## config.mk

```make
export PLATFORM = sky130hd
export DESIGN_NAME = uart_rx_sampler_flat
export DESIGN_NICKNAME = d
export VERILOG_FILES = /design/src/rtl/uart_rx_sampler_if.sv /design/src/rtl/uart_rx_sampler.sv /design/src/flat_wrapper.sv
export SDC_FILE = /design/constraint.sdc
export NUM_CORES = 1
export LEC_CHECK = 0
export CAP_MARGIN = 10
export CORE_MARGIN = 2
export CORE_UTILIZATION = 40
export DETAILED_ROUTE_END_ITERATION = 12
export HOLD_SLACK_MARGIN = 0.03
export PLACE_DENSITY = 0.68
export SKIP_CTS_REPAIR_TIMING = 1
export SYNTH_ARGS = -nofsm -noshare
export SYNTH_HDL_FRONTEND = slang
export SYNTH_SLANG_ARGS = --single-unit
```

## constraint.sdc

```tcl
create_clock -name clk -period 2.99 [get_ports clk]
set_clock_uncertainty 0.15 [all_clocks]
set_input_delay 0.7475 -clock clk [delete_from_list [all_inputs] [get_ports clk]]
set_output_delay 0.7475 -clock clk [all_outputs]
set_load 0.005 [all_outputs]
```

## src/rtl/uart_rx_sampler_if.sv

```systemverilog
// rtl/uart_rx_sampler_if.sv - serial input, tick and receive-result bundle for uart_rx_sampler
// slave is the receiver side; master is the BRG/line/consumer side.
interface uart_rx_sampler_if #(
  parameter int DATA_BITS = 8
);
  logic                 baud_tick;
  logic                 UxRX;
  logic                 ABAUD;
  logic                 rd;
  logic [DATA_BITS-1:0] rx_data;
  logic                 UxRXIF;
  logic                 FERR;
  logic                 OERR;
  logic                 PERR;
  logic                 busy;

  modport master (
    output baud_tick, UxRX, ABAUD, rd,
    input  rx_data, UxRXIF, FERR, OERR, PERR, busy
  );

  modport slave (
    input  baud_tick, UxRX, ABAUD, rd,
    output rx_data, UxRXIF, FERR, OERR, PERR, busy
  );
endinterface

```

## src/rtl/uart_rx_sampler.sv

```systemverilog
// rtl/uart_rx_sampler.sv - oversampling 8N1 deframer downstream of the auto-baud BRG
// Define UART_RX_PARITY_EN to insert an even-parity bit between data and stop.
module uart_rx_sampler #(
  parameter int OVS       = 16,
  parameter int DATA_BITS = 8,
  parameter int CNT_W     = 6
) (
  input logic            clk,
  input logic            rst,
  uart_rx_sampler_if.slave bus
);

  localparam int BIT_W = (DATA_BITS > 1) ? $clog2(DATA_BITS) : 1;
  localparam logic [CNT_W-1:0] HALF_LAST = CNT_W'(OVS / 2 - 1);
  localparam logic [CNT_W-1:0] BIT_LAST  = CNT_W'(OVS - 1);
  localparam logic [BIT_W-1:0] IDX_LAST  = BIT_W'(DATA_BITS - 1);

`ifdef UART_RX_PARITY_EN
  typedef enum logic [2:0] {S_IDLE, S_START, S_DATA, S_PARITY, S_STOP} state_t;
`else
  typedef enum logic [2:0] {S_IDLE, S_START, S_DATA, S_STOP} state_t;
`endif

  state_t               state_q;
  logic [CNT_W-1:0]     cnt_q;
  logic [BIT_W-1:0]     idx_q;
  logic                 sync1_q;
  logic                 rxs_q;
  logic [DATA_BITS-1:0] shift_q;
  logic [DATA_BITS-1:0] rx_data_q;
  logic                 rxif_q;
  logic                 ferr_q;
  logic                 oerr_q;
  logic                 busy_q;
`ifdef UART_RX_PARITY_EN
  logic                 par_err_q;
  logic                 perr_q;
`endif

  always_ff @(posedge clk) begin
    if (rst) begin
      state_q   <= S_IDLE;
      cnt_q     <= '0;
      idx_q     <= '0;
      sync1_q   <= 1'b1;
      rxs_q     <= 1'b1;
      shift_q   <= '0;
      rx_data_q <= '0;
      rxif_q    <= 1'b0;
      ferr_q    <= 1'b0;
      oerr_q    <= 1'b0;
      busy_q    <= 1'b0;
`ifdef UART_RX_PARITY_EN
      par_err_q <= 1'b0;
      perr_q    <= 1'b0;
`endif
    end else begin
      sync1_q <= bus.UxRX;
      rxs_q   <= sync1_q;

      if (bus.rd) begin
        rxif_q <= 1'b0;
        ferr_q <= 1'b0;
`ifdef UART_RX_PARITY_EN
        perr_q <= 1'b0;
`endif
      end

      // Auto-baud owns the line: park the deframer, keep delivered data and flags.
      if (bus.ABAUD) begin
        state_q <= S_IDLE;
        cnt_q   <= '0;
        idx_q   <= '0;
        busy_q  <= 1'b0;
      end else if (bus.baud_tick) begin
        case (state_q)
          S_IDLE: begin
            if (!rxs_q) begin
              state_q <= S_START;
              cnt_q   <= '0;
              busy_q  <= 1'b1;
            end
          end

          S_START: begin
            if (cnt_q == HALF_LAST) begin
              cnt_q <= '0;
              idx_q <= '0;
              if (rxs_q) begin
                state_q <= S_IDLE;
                busy_q  <= 1'b0;
              end else begin
                state_q <= S_DATA;
              end
            end else begin
              cnt_q <= cnt_q + CNT_W'(1);
            end
          end

          S_DATA: begin
            if (cnt_q == BIT_LAST) begin
              cnt_q   <= '0;
              shift_q <= {rxs_q, shift_q[DATA_BITS-1:1]};
              if (idx_q == IDX_LAST) begin
                idx_q <= '0;
`ifdef UART_RX_PARITY_EN
                state_q <= S_PARITY;
`else
                state_q <= S_STOP;
`endif
              end else begin
                idx_q <= idx_q + BIT_W'(1);
              end
            end else begin
              cnt_q <= cnt_q + CNT_W'(1);
            end
          end

`ifdef UART_RX_PARITY_EN
          S_PARITY: begin
            if (cnt_q == BIT_LAST) begin
              cnt_q     <= '0;
              par_err_q <= (^shift_q) ^ rxs_q;
              state_q   <= S_STOP;
            end else begin
              cnt_q <= cnt_q + CNT_W'(1);
            end
          end
`endif

          S_STOP: begin
            if (cnt_q == BIT_LAST) begin
              cnt_q   <= '0;
              state_q <= S_IDLE;
              busy_q  <= 1'b0;
              // A read in the completion cycle frees the holding register, so no overrun.
              if (!rxif_q || bus.rd) begin
                rx_data_q <= shift_q;
                rxif_q    <= 1'b1;
                ferr_q    <= ~rxs_q;
`ifdef UART_RX_PARITY_EN
                perr_q    <= par_err_q;
`endif
              end else begin
                oerr_q <= 1'b1;
              end
            end else begin
              cnt_q <= cnt_q + CNT_W'(1);
            end
          end

          default: begin
            state_q <= S_IDLE;
            cnt_q   <= '0;
            busy_q  <= 1'b0;
          end
        endcase
      end
    end
  end

  assign bus.rx_data = rx_data_q;
  assign bus.UxRXIF  = rxif_q;
  assign bus.FERR    = ferr_q;
  assign bus.OERR    = oerr_q;
  assign bus.busy    = busy_q;
`ifdef UART_RX_PARITY_EN
  assign bus.PERR    = perr_q;
`else
  assign bus.PERR    = 1'b0;
`endif

endmodule

```

## src/flat_wrapper.sv

```systemverilog
// flat-port wrapper written by rule: the top's interface ports become plain ports
module uart_rx_sampler_flat 
#(
  parameter int OVS       = 16,
  parameter int DATA_BITS = 8,
  parameter int CNT_W     = 6
)
  (clk, rst, bus_baud_tick, bus_UxRX, bus_ABAUD, bus_rd, bus_rx_data, bus_UxRXIF, bus_FERR, bus_OERR, bus_PERR, bus_busy);
  uart_rx_sampler_if #(.DATA_BITS(DATA_BITS)) bus_i ();
  input logic clk;
  input logic rst;
  input wire logic [$bits(bus_i.baud_tick)-1:0] bus_baud_tick;
  input wire logic [$bits(bus_i.UxRX)-1:0] bus_UxRX;
  input wire logic [$bits(bus_i.ABAUD)-1:0] bus_ABAUD;
  input wire logic [$bits(bus_i.rd)-1:0] bus_rd;
  output wire logic [$bits(bus_i.rx_data)-1:0] bus_rx_data;
  output wire logic [$bits(bus_i.UxRXIF)-1:0] bus_UxRXIF;
  output wire logic [$bits(bus_i.FERR)-1:0] bus_FERR;
  output wire logic [$bits(bus_i.OERR)-1:0] bus_OERR;
  output wire logic [$bits(bus_i.PERR)-1:0] bus_PERR;
  output wire logic [$bits(bus_i.busy)-1:0] bus_busy;
  assign bus_i.baud_tick = bus_baud_tick;
  assign bus_i.UxRX = bus_UxRX;
  assign bus_i.ABAUD = bus_ABAUD;
  assign bus_i.rd = bus_rd;
  assign bus_rx_data = bus_i.rx_data;
  assign bus_UxRXIF = bus_i.UxRXIF;
  assign bus_FERR = bus_i.FERR;
  assign bus_OERR = bus_i.OERR;
  assign bus_PERR = bus_i.PERR;
  assign bus_busy = bus_i.busy;
  uart_rx_sampler #(.OVS(OVS), .DATA_BITS(DATA_BITS), .CNT_W(CNT_W)) u_core (.clk(clk), .rst(rst), .bus(bus_i));
endmodule
```

==> flow_summary_export.csv, run 1 <==
group,metric,value,unit
worst_setup_path,endpoint_kind,"flop",
yosys,syn_area,1520,µm²
die,dieArea,4310,µm²
worst_setup_path,worstSetupPathType,"reg2reg",
yosys,netlist_instances,168,
sta,worst_pin_slew,0.662,ns
cells_and_area,multiInputGateArea,798,µm²
global_route,grt_pass1_vias,1161,
power_and_ir_drop,swShare,20.0,%
placed_design,hpwlAfterDp,2.15,mm
yosys,ys_types,46,
clock_tree,clkSinkCount,33,
yosys,ys_seq_elements,33,
clock_tree,clkLatencyLatePin,0.28,ns
die,num_io_pins,19,
placed_design,port_buffers,17,
routing,firstDrtPassIters,5,
routing,drc,0,
sta,slew_viol_final,0,
yosys,synthTopCellsByArea,"dfxtp_1 (43%), mux2i_1 (6.6%), a21oi_1 (4.9%)",
clock_tree,cts_tree,"yes",
power_and_ir_drop,power_frac_seq,48.9,%
die,dieHeight,65.7,µm
job,cap_violations,0,
die,core,3660,µm²
clock_tree,clkTransAtPathRegs,0.07,ns
yosys,synth.avg_cell_area,9.05,µm²
run_status,status,"complete, no violations",
clock_tree,htreeDepth,2,
yosys,synth_top_area_cell,"dfxtp_1",
cells_and_area,area_delta_synth_final,21.5,%
routing,route.final.wire_length,2.98,mm
power_and_ir_drop,ir_drop,344,µV
die,die_w,65.7,µm
power_and_ir_drop,p_switching,182,µW
worst_setup_path,cpPeakStageDelay,0.74,ns
sta,rsz0062_at_grt,"false",
global_route,antenna_found_initial,0,
power_and_ir_drop,combPwrFrac,3.7,%
yosys,yosys_warnings,0,
power_and_ir_drop,p_per_area,493,nW/µm²
sta,finalHoldViolCount,0,
worst_setup_path,cp_max_fo,11,
yosys,synth_enable_flop_cells,0,
worst_setup_path,path_cells,"ha_1, or3b_1, or4_1, o211ai_2, o41ai_2",
sta,worst_slack,0.501,ns
placed_design,pre_cts_ws,0.315,ns
cells_and_area,final_common_cell,"dfxtp_1",
cells_and_area,fillers,333,
global_route,grt_pass1_wl,5.20,mm
sta,slew_headroom,55.8,%
sta,period_minus_slack,2.49,ns
sta,max_freq,402,MHz
worst_setup_path,arrival,2.49,ns
routing,drt_iter0_markers,40,
min_path,hold_class,"reg2reg",
routing,ant_nets,0,
yosys,syn-num-nets,177,
power_and_ir_drop,clkPwrFrac,47.4,%
cells_and_area,final_cell_mix,"dfxtp_1 (33), nor2_1 (19), clkdlybuf4s50_1 (17), a21oi_1 (15), o21ai_0 (12)",
sta,setup_viol,0,
worst_setup_path,reg2reg_slack,0.50,ns
cells_and_area,regArea,661,µm²
routing,wl_per_cell,12.7,µm
cells_and_area,post_route_cells_drive_above_1_share,12.9,%
power_and_ir_drop,p_int,728,µW
global_route,grt_use_total,15.6,%
die,row_count,22,
routing,via_per_inst,5.37,
clock_tree,cts_inserted_buffers,5,
die,initial_core_util,41.5,%
global_route,gr-total-overflow,0,
placed_design,gp_congestion,0.808,
sta,finalSetupTns,0,ns
yosys,yosysSeqAreaShare,43.5,%
clock_tree,cts_buffer_depth,2,
global_route,grt_max_degree,23,
sta,fin_crit_sh,83.2,%
yosys,synthArstFlopShare,0,%
cells_and_area,nets,194,
routing,vias,1256,
yosys,synth_top_area_share,43.5,%
power_and_ir_drop,leakagePower,0.000605,µW
worst_setup_path,worstPathRequired,3.00,ns
yosys,synthFlopType,"dfxtp_1",
worst_setup_path,crit_slowest_cell,"or4_1",
clock_tree,clock-root-buffer,"clkbuf_8",
cells_and_area,n_antenna_cell,0,
worst_setup_path,worst_setup_path_start_kind,"flop",
## flip-flops by register name, indices dropped and copies added, names as in the netlist
signal,flops
u_core.bus.rx_data,8
u_core.shift_q,8
u_core.cnt_q,6
u_core.idx_q,3
u_core.state_q,2
u_core.bus.FERR,1
u_core.bus.OERR,1
u_core.bus.UxRXIF,1
u_core.bus.busy,1
u_core.rxs_q,1
u_core.sync1_q,1
## cells in the mapped netlist, types with 2 or more instances
library cell,n
dfxtp_1,33
xnor2_1,2
nand2b_1,5
mux2i_1,10
nand3_1,11
or2_2,4
clkbuf_1,6
a211oi_1,2
ha_1,3
nand2_1,5
nor3_1,3
and3_1,2
buf_1,2
a21oi_1,15
o21ai_0,12
nor2_1,19
nor2b_1,2
or3b_2,2
nand4b_1,2
inv_1,2
## cells by family after synthesis
| logic type | synth area share (%) |
|---|---|
| AO/OA/AOI/OAI | 15.9 |
| XOR/XNOR | 1.73 |
| adder cells (fa/ha/maj) | 2.47 |
| buffers and inverters | 4.03 |
| flip-flops | 43.5 |
| multiplexers | 6.58 |
| other | 0.247 |
| AND/OR/NAND/NOR | 25.6 |
## worst max-delay path, delay by kind of cell, from the launching register on
family	cells	cell delay, ns
and+or+nand+nor	2	1.27
adders and majority gates	1	0.24
AOI/OAI and AO/OA	2	0.31
DFF	1	0.39
## per-stage QoR
stage	util [%]	area [µm²]	hold slack (ns)	cells	power, µW
floorplan	-	1520	0.239	168	475
global placement	47.2	1730	0.249	226	488
detailed placement	47.2	1730	0.253	226	488
CTS	50.4	1850	0.276	234	921
global route	50.4	1850	0.290	234	941
finish	50.4	1850	0.272	234	910
## power by group through the flow
stage	sequential, µW	clock (µW)	combinational [µW]
floorplan	453	0	22.1
global placement	455	0	32.8
detailed placement	455	0	33.2
CTS	445	443	33.4
global route	445	459	36.9
finish	445	431	33.4
## worst paths after layout
kind         depth (start not counted)                         end                          from
max                                  5  u_core.bus.FERR$_SDFF_PP0_  u_core.cnt_q[0]$_SDFFE_PP0P_
max reg2reg                          5  u_core.bus.FERR$_SDFF_PP0_  u_core.cnt_q[0]$_SDFFE_PP0P_
min reg2reg                          1     u_core.rxs_q$_SDFF_PP1_     u_core.sync1_q$_SDFF_PP1_
min                                  1     u_core.rxs_q$_SDFF_PP1_     u_core.sync1_q$_SDFF_PP1_
## final cells by class
type / count / share of cell area (%)
multi-input cells: 122 / 43.2
flip-flops and latches: 33 / 35.8
repair buffers: 21 / 10.8
clock buffers: 6 / 4.47
well taps: 48 / 3.25
clock inverters: 2 / 2.03
inverters: 2 / 0.407
## layer usage
layer	up-vias	share of wire (%)	track usage, %	wire length [µm]
li1	634	-	-	-
met1	591	48	20.7	1440
met2	26	46	23.9	1380
met3	5	3.9	4.11	117
met4	0	1.6	6.25	49
met5	-	0	0	0
No activity file was read; power rests on OpenSTA's default activity.
==> inputs of run 2 (changes only) <==
==> constraint.sdc (replaced) <==
create_clock -name clk -period 2.56 [get_ports clk]
set_clock_uncertainty 0.15 [all_clocks]
set_input_delay 0.64 -clock clk [delete_from_list [all_inputs] [get_ports clk]]
set_output_delay 0.64 -clock clk [all_outputs]
set_load 0.005 [all_outputs]
==> flow_summary_export.csv, run 2 (synthesis results as in run 1) <==
group,metric,value,unit
run_status,status,"complete, no violations",
global_route,grt_pass1_vias,1221,
die,die_w,65.7,µm
worst_setup_path,worstPathRequired,2.57,ns
global_route,gr-total-overflow,0,
clock_tree,clock-root-buffer,"clkbuf_8",
placed_design,hpwlAfterDp,2.25,mm
min_path,hp-start,"u_core.sync1_q$_SDFF_PP1_",
cells_and_area,fillers,332,
worst_setup_path,arrival,2.31,ns
cells_and_area,final_cell_mix,"dfxtp_1 (33), nor2_1 (19), clkdlybuf4s50_1 (17), a21oi_1 (15), o21ai_0 (12)",
worst_setup_path,r2r-start,"u_core.cnt_q[0]$_SDFFE_PP0P_",
die,num_io_pins,19,
cells_and_area,nets,198,
power_and_ir_drop,ir_drop,324,µV
cells_and_area,n_antenna_cell,0,
min_path,hold_class,"reg2reg",
placed_design,port_buffers,17,
sta,fin_crit_sh,89.6,%
power_and_ir_drop,power,1020,µW
placed_design,dp_cells,230,
worst_setup_path,endpoint_kind,"flop",
sta,hold-worst-slack,0.265,ns
routing,drc,0,
die,core,3660,µm²
clock_tree,clkSinkCount,33,
clock_tree,htreeDepth,2,
sta,setup_viol,0,
clock_tree,cts_inserted_buffers,5,
clock_tree,clkTransAtPathRegs,0.06,ns
routing,vias,1252,
sta,max_freq,436,MHz
sta,finalSetupTns,0,ns
cells_and_area,multiInputGateArea,798,µm²
routing,drt_iter0_markers,85,
worst_setup_path,worst_setup_path_start_kind,"flop",
sta,period_minus_slack,2.29,ns
sta,finalHoldViolCount,0,
routing,ant_nets,0,
routing,route.final.wire_length,3.09,mm
job,cap_violations,0,
power_and_ir_drop,p_per_area,548,nW/µm²
global_route,grt_max_degree,23,
global_route,antenna_found_initial,0,
die,initial_core_util,41.5,%
cells_and_area,regArea,661,µm²
worst_setup_path,cp_max_fo,11,
cells_and_area,area_delta_synth_final,22.4,%
cells_and_area,final_common_cell,"dfxtp_1",
global_route,grt_use_total,16.9,%
routing,via_per_inst,5.28,
clock_tree,cts_buffer_depth,2,
sta,slew_viol_final,0,
die,dieArea,4310,µm²
die,row_count,22,
sta,rsz0062_at_grt,"false",
worst_setup_path,startpoint,"u_core.cnt_q[0]$_SDFFE_PP0P_",
global_route,grt_pass1_wl,5.59,mm
power_and_ir_drop,leakagePower,0.000621,µW
worst_setup_path,worstSetupPathType,"reg2reg",
clock_tree,cts_tree,"yes",
cells_and_area,post_route_cells_drive_above_1_share,14.3,%
clock_tree,clkLatencyLatePin,0.28,ns
placed_design,gp_congestion,0.837,
die,dieHeight,65.7,µm
routing,wl_per_cell,13.0,µm
cells_and_area,final_cells,237,
routing,firstDrtPassIters,4,
run 2: changes by cell type in the layout (fill, tap and decap cells not counted), sizes merged:
cell      before  now
clkinvlp       1    0
clkbuf         6    5
buf            4    8
clkinv         0    1
run 2: path summary, 6_finish.rpt:
| kind | to | slack (ns) | cells past startpoint |
|---|---|---|---|
| worst max-delay path | u_core.bus.rx_data[5]$_SDFFE_PP0P_ | 0.27 | 5 |
| worst min-delay path | u_core.rxs_q$_SDFF_PP1_ | 0.26 | 1 |
| worst max register to register | u_core.bus.rx_data[5]$_SDFFE_PP0P_ | 0.27 | 5 |
| worst min register to register | u_core.rxs_q$_SDFF_PP1_ | 0.26 | 1 |
run 2: per-stage QoR:
stage / cell area [µm²] / utilization, % / setup slack, ns
detailed placement: 1760 / 48.0 / 0.0512
finish: 1860 / 50.8 / 0.265
global route: 1860 / 50.8 / 0.0412
CTS: 1860 / 50.8 / 0.266
floorplan: 1520 / - / 0.335
global placement: 1760 / 48.0 / 0.0808
run 2: worst max-delay path, stage by stage (launching register included):
cell and delay (ns):
dfxtp_1 0.39, ha_1 0.23, or3b_1 0.38, or4_1 0.70, o21ai_0 0.24, a21oi_1 0.09
run 2: cell type report:
class | instances | area share (%)
Multi-Input combinational cell | 122 | 42.9
Sequential cell | 33 | 35.5
Timing Repair Buffer | 25 | 12.4
Clock buffer | 5 | 3.70
Tap cell | 48 | 3.23
Clock inverter | 2 | 1.88
Inverter | 2 | 0.403
run 2: report_power, final:
group          internal, µW  leakage, µW  switching [µW]  total, µW
Combinational          19.0     0.000301            21.2       40.3
Clock                   282    0.0000540             176        458
Sequential              516     0.000266            3.93        520
run 2: metal layers:
metal | vias up | GRT usage, % | share of wire, %
met3 | 11 | 3.25 | 4.0
li1 | 640 | - | -
met1 | 564 | 23.2 | 49
met4 | 0 | 10.2 | 2.5
met5 | - | 0 | 0
met2 | 37 | 24.5 | 44
==> inputs of run 3 (changes only) <==
--- a/config.mk
+++ b/config.mk
@@ -9,6 +9,7 @@
 export CORE_MARGIN = 2
 export CORE_UTILIZATION = 40
 export DETAILED_ROUTE_END_ITERATION = 12
+export GPL_TIMING_DRIVEN = 0
 export HOLD_SLACK_MARGIN = 0.03
 export PLACE_DENSITY = 0.68
 export SKIP_CTS_REPAIR_TIMING = 1
==> constraint.sdc (replaced) <==
create_clock -name clk -period 2.4 [get_ports clk]
set_clock_uncertainty 0.15 [all_clocks]
set_input_delay 0.6 -clock clk [delete_from_list [all_inputs] [get_ports clk]]
set_output_delay 0.6 -clock clk [all_outputs]
set_load 0.005 [all_outputs]
==> flow_summary_export.csv, run 3 (synthesis results as in run 1) <==
group,metric,value,unit
run_status,status,"complete, no violations",
clock_tree,cts_inserted_buffers,5,
die,num_io_pins,19,
routing,drc,0,
clock_tree,clkSinkCount,33,
clock_tree,cts_tree,"yes",
clock_tree,cts_buffer_depth,2,
routing,via_per_inst,5.26,
global_route,grt_pass1_vias,1299,
worst_setup_path,reg2reg_slack,0.12,ns
power_and_ir_drop,p_per_area,551,nW/µm²
cells_and_area,nets,201,
die,core,3660,µm²
clock_tree,clkLatencyLatePin,0.29,ns
worst_setup_path,ff2ff_path_depth,7,
clock_tree,clkTransAtPathRegs,0.07,ns
die,die_w,65.7,µm
sta,finalHoldViolCount,0,
min_path,holdPathEnd,"u_core.rxs_q$_SDFF_PP1_",
routing,wl_per_cell,13.2,µm
cells_and_area,n_antenna_cell,0,
cells_and_area,multiInputGateArea,820,µm²
power_and_ir_drop,leakagePower,0.000606,µW
worst_setup_path,arrival,2.29,ns
placed_design,hpwlAfterDp,2.36,mm
routing,ant_nets,0,
worst_setup_path,cp_max_fo,10,
cells_and_area,final_area,1870,µm²
routing,highest_layer,"met4",
cells_and_area,area_delta_synth_final,22.8,%
global_route,grt_use_total,16.9,%
cells_and_area,post_route_cells_drive_above_1_share,13.0,%
cells_and_area,regArea,663,µm²
routing,vias,1263,
sta,slew_headroom,53.5,%
global_route,grt_pass1_wl,5.58,mm
routing,dr_wl_met2,1.48,mm
global_route,gr-total-overflow,0,
placed_design,gp_congestion,0.807,
worst_setup_path,worst_setup_path_start_kind,"flop",
worst_setup_path,r2r-end,"u_core.bus.rx_data[1]$_SDFFE_PP0P_",
sta,slew_viol_final,0,
routing,firstDrtPassIters,4,
die,row_count,22,
min_path,hold_class,"reg2reg",
min_path,hp-start,"u_core.sync1_q$_SDFF_PP1_",
cells_and_area,final_cell_mix,"dfxtp_1 (31), nor2_1 (19), clkdlybuf4s50_1 (17), a21oi_1 (15)",
clock_tree,clock-root-buffer,"clkbuf_8",
routing,route.met3.wl,114,µm
die,dieArea,4310,µm²
job,cap_violations,0,
min_path,whs_path_depth,1,
routing,route.final.wire_length,3.17,mm
global_route,grt_max_degree,11,
sta,finalSetupTns,0,ns
worst_setup_path,endpoint_kind,"flop",
sta,period_minus_slack,2.28,ns
sta,setup_viol,0,
cells_and_area,fillers,350,
sta,rsz0062_at_grt,"false",
worst_setup_path,worstPathRequired,2.41,ns
placed_design,postPlaceCellArea,1750,µm²
routing,drt_iter0_markers,40,
placed_design,port_buffers,17,
die,initial_core_util,41.5,%
cells_and_area,final_common_cell,"dfxtp_1",
global_route,antenna_found_initial,0,
routing,wirelength_met1,1.50,mm
sta,worst_pin_slew,0.693,ns
clock_tree,htreeDepth,2,
sta,fin_crit_sh,95.0,%
worst_setup_path,worstSetupPathType,"reg2reg",
power_and_ir_drop,ir_drop,326,µV
sta,max_freq,439,MHz
worst_setup_path,r2r-start,"u_core.cnt_q[0]$_SDFFE_PP0P_",
die,dieHeight,65.7,µm
run 3: per-layer routing:
layer | global-route usage [%] | up-vias
met5 | 0 | -
met4 | 8.33 | 0
met3 | 5.14 | 5
met2 | 27.1 | 24
met1 | 20.3 | 590
li1 | - | 644
run 3: how the worst max path moves through the flow:
stage | startpoint | endpoint | depth (start not counted)
after global placement | bus_baud_tick | u_core.bus.rx_data[4]$_SDFFE_PP0P_ | 5
after global routing | u_core.cnt_q[0]$_SDFFE_PP0P_ | u_core.bus.rx_data[1]$_SDFFE_PP0P_ | 7
after detailed placement | bus_baud_tick | u_core.shift_q[0]$_SDFFE_PP0P_ | 5
after floorplan | u_core.cnt_q[0]$_SDFFE_PP0P_ | u_core.bus.FERR$_SDFF_PP0_ | 7
after CTS | u_core.cnt_q[0]$_SDFFE_PP0P_ | u_core.bus.rx_data[2]$_SDFFE_PP0P_ | 6
final | u_core.cnt_q[0]$_SDFFE_PP0P_ | u_core.bus.rx_data[1]$_SDFFE_PP0P_ | 7
run 3: cell type report:
class | count | share of cell area, %
Timing Repair Buffer | 17 | 9.12
Multi-Input combinational cell | 122 | 43.9
Inverter | 2 | 0.402
Clock inverter | 1 | 0.402
Clock buffer | 6 | 4.42
Sequential cell | 33 | 35.5
Tap cell | 48 | 3.22
Buffer | 11 | 3.02
run 3: power by group:
group          internal, µW  leakage (µW)  switching, µW
Sequential              550      0.000267           2.89
Combinational          19.9      0.000296           25.5
Clock                   227     0.0000433            203
Total                   797      0.000606            232
run 3: critical path, cell delays in order (launching register included):
cell and delay [ns]:
dfxtp_2 0.38, ha_4 0.16, or3b_1 0.36, buf_6 0.15, or4_1 0.52, buf_4 0.19, o21ai_0 0.16, a21oi_1 0.08
run 3: stage by stage:
stage                     worst slack, ns  instances  util [%]  hold slack [ns]  power (µW)
after floorplan                     0.175        168         -            0.239         592
after global placement             -0.137        233      47.8            0.245         609
after detailed placement           -0.135        233      47.8            0.247         610
after CTS                         -0.0170        240      50.3            0.264        1040
after global routing               0.0261        240      51.0            0.280        1080
final                               0.120        240      51.0            0.260        1030
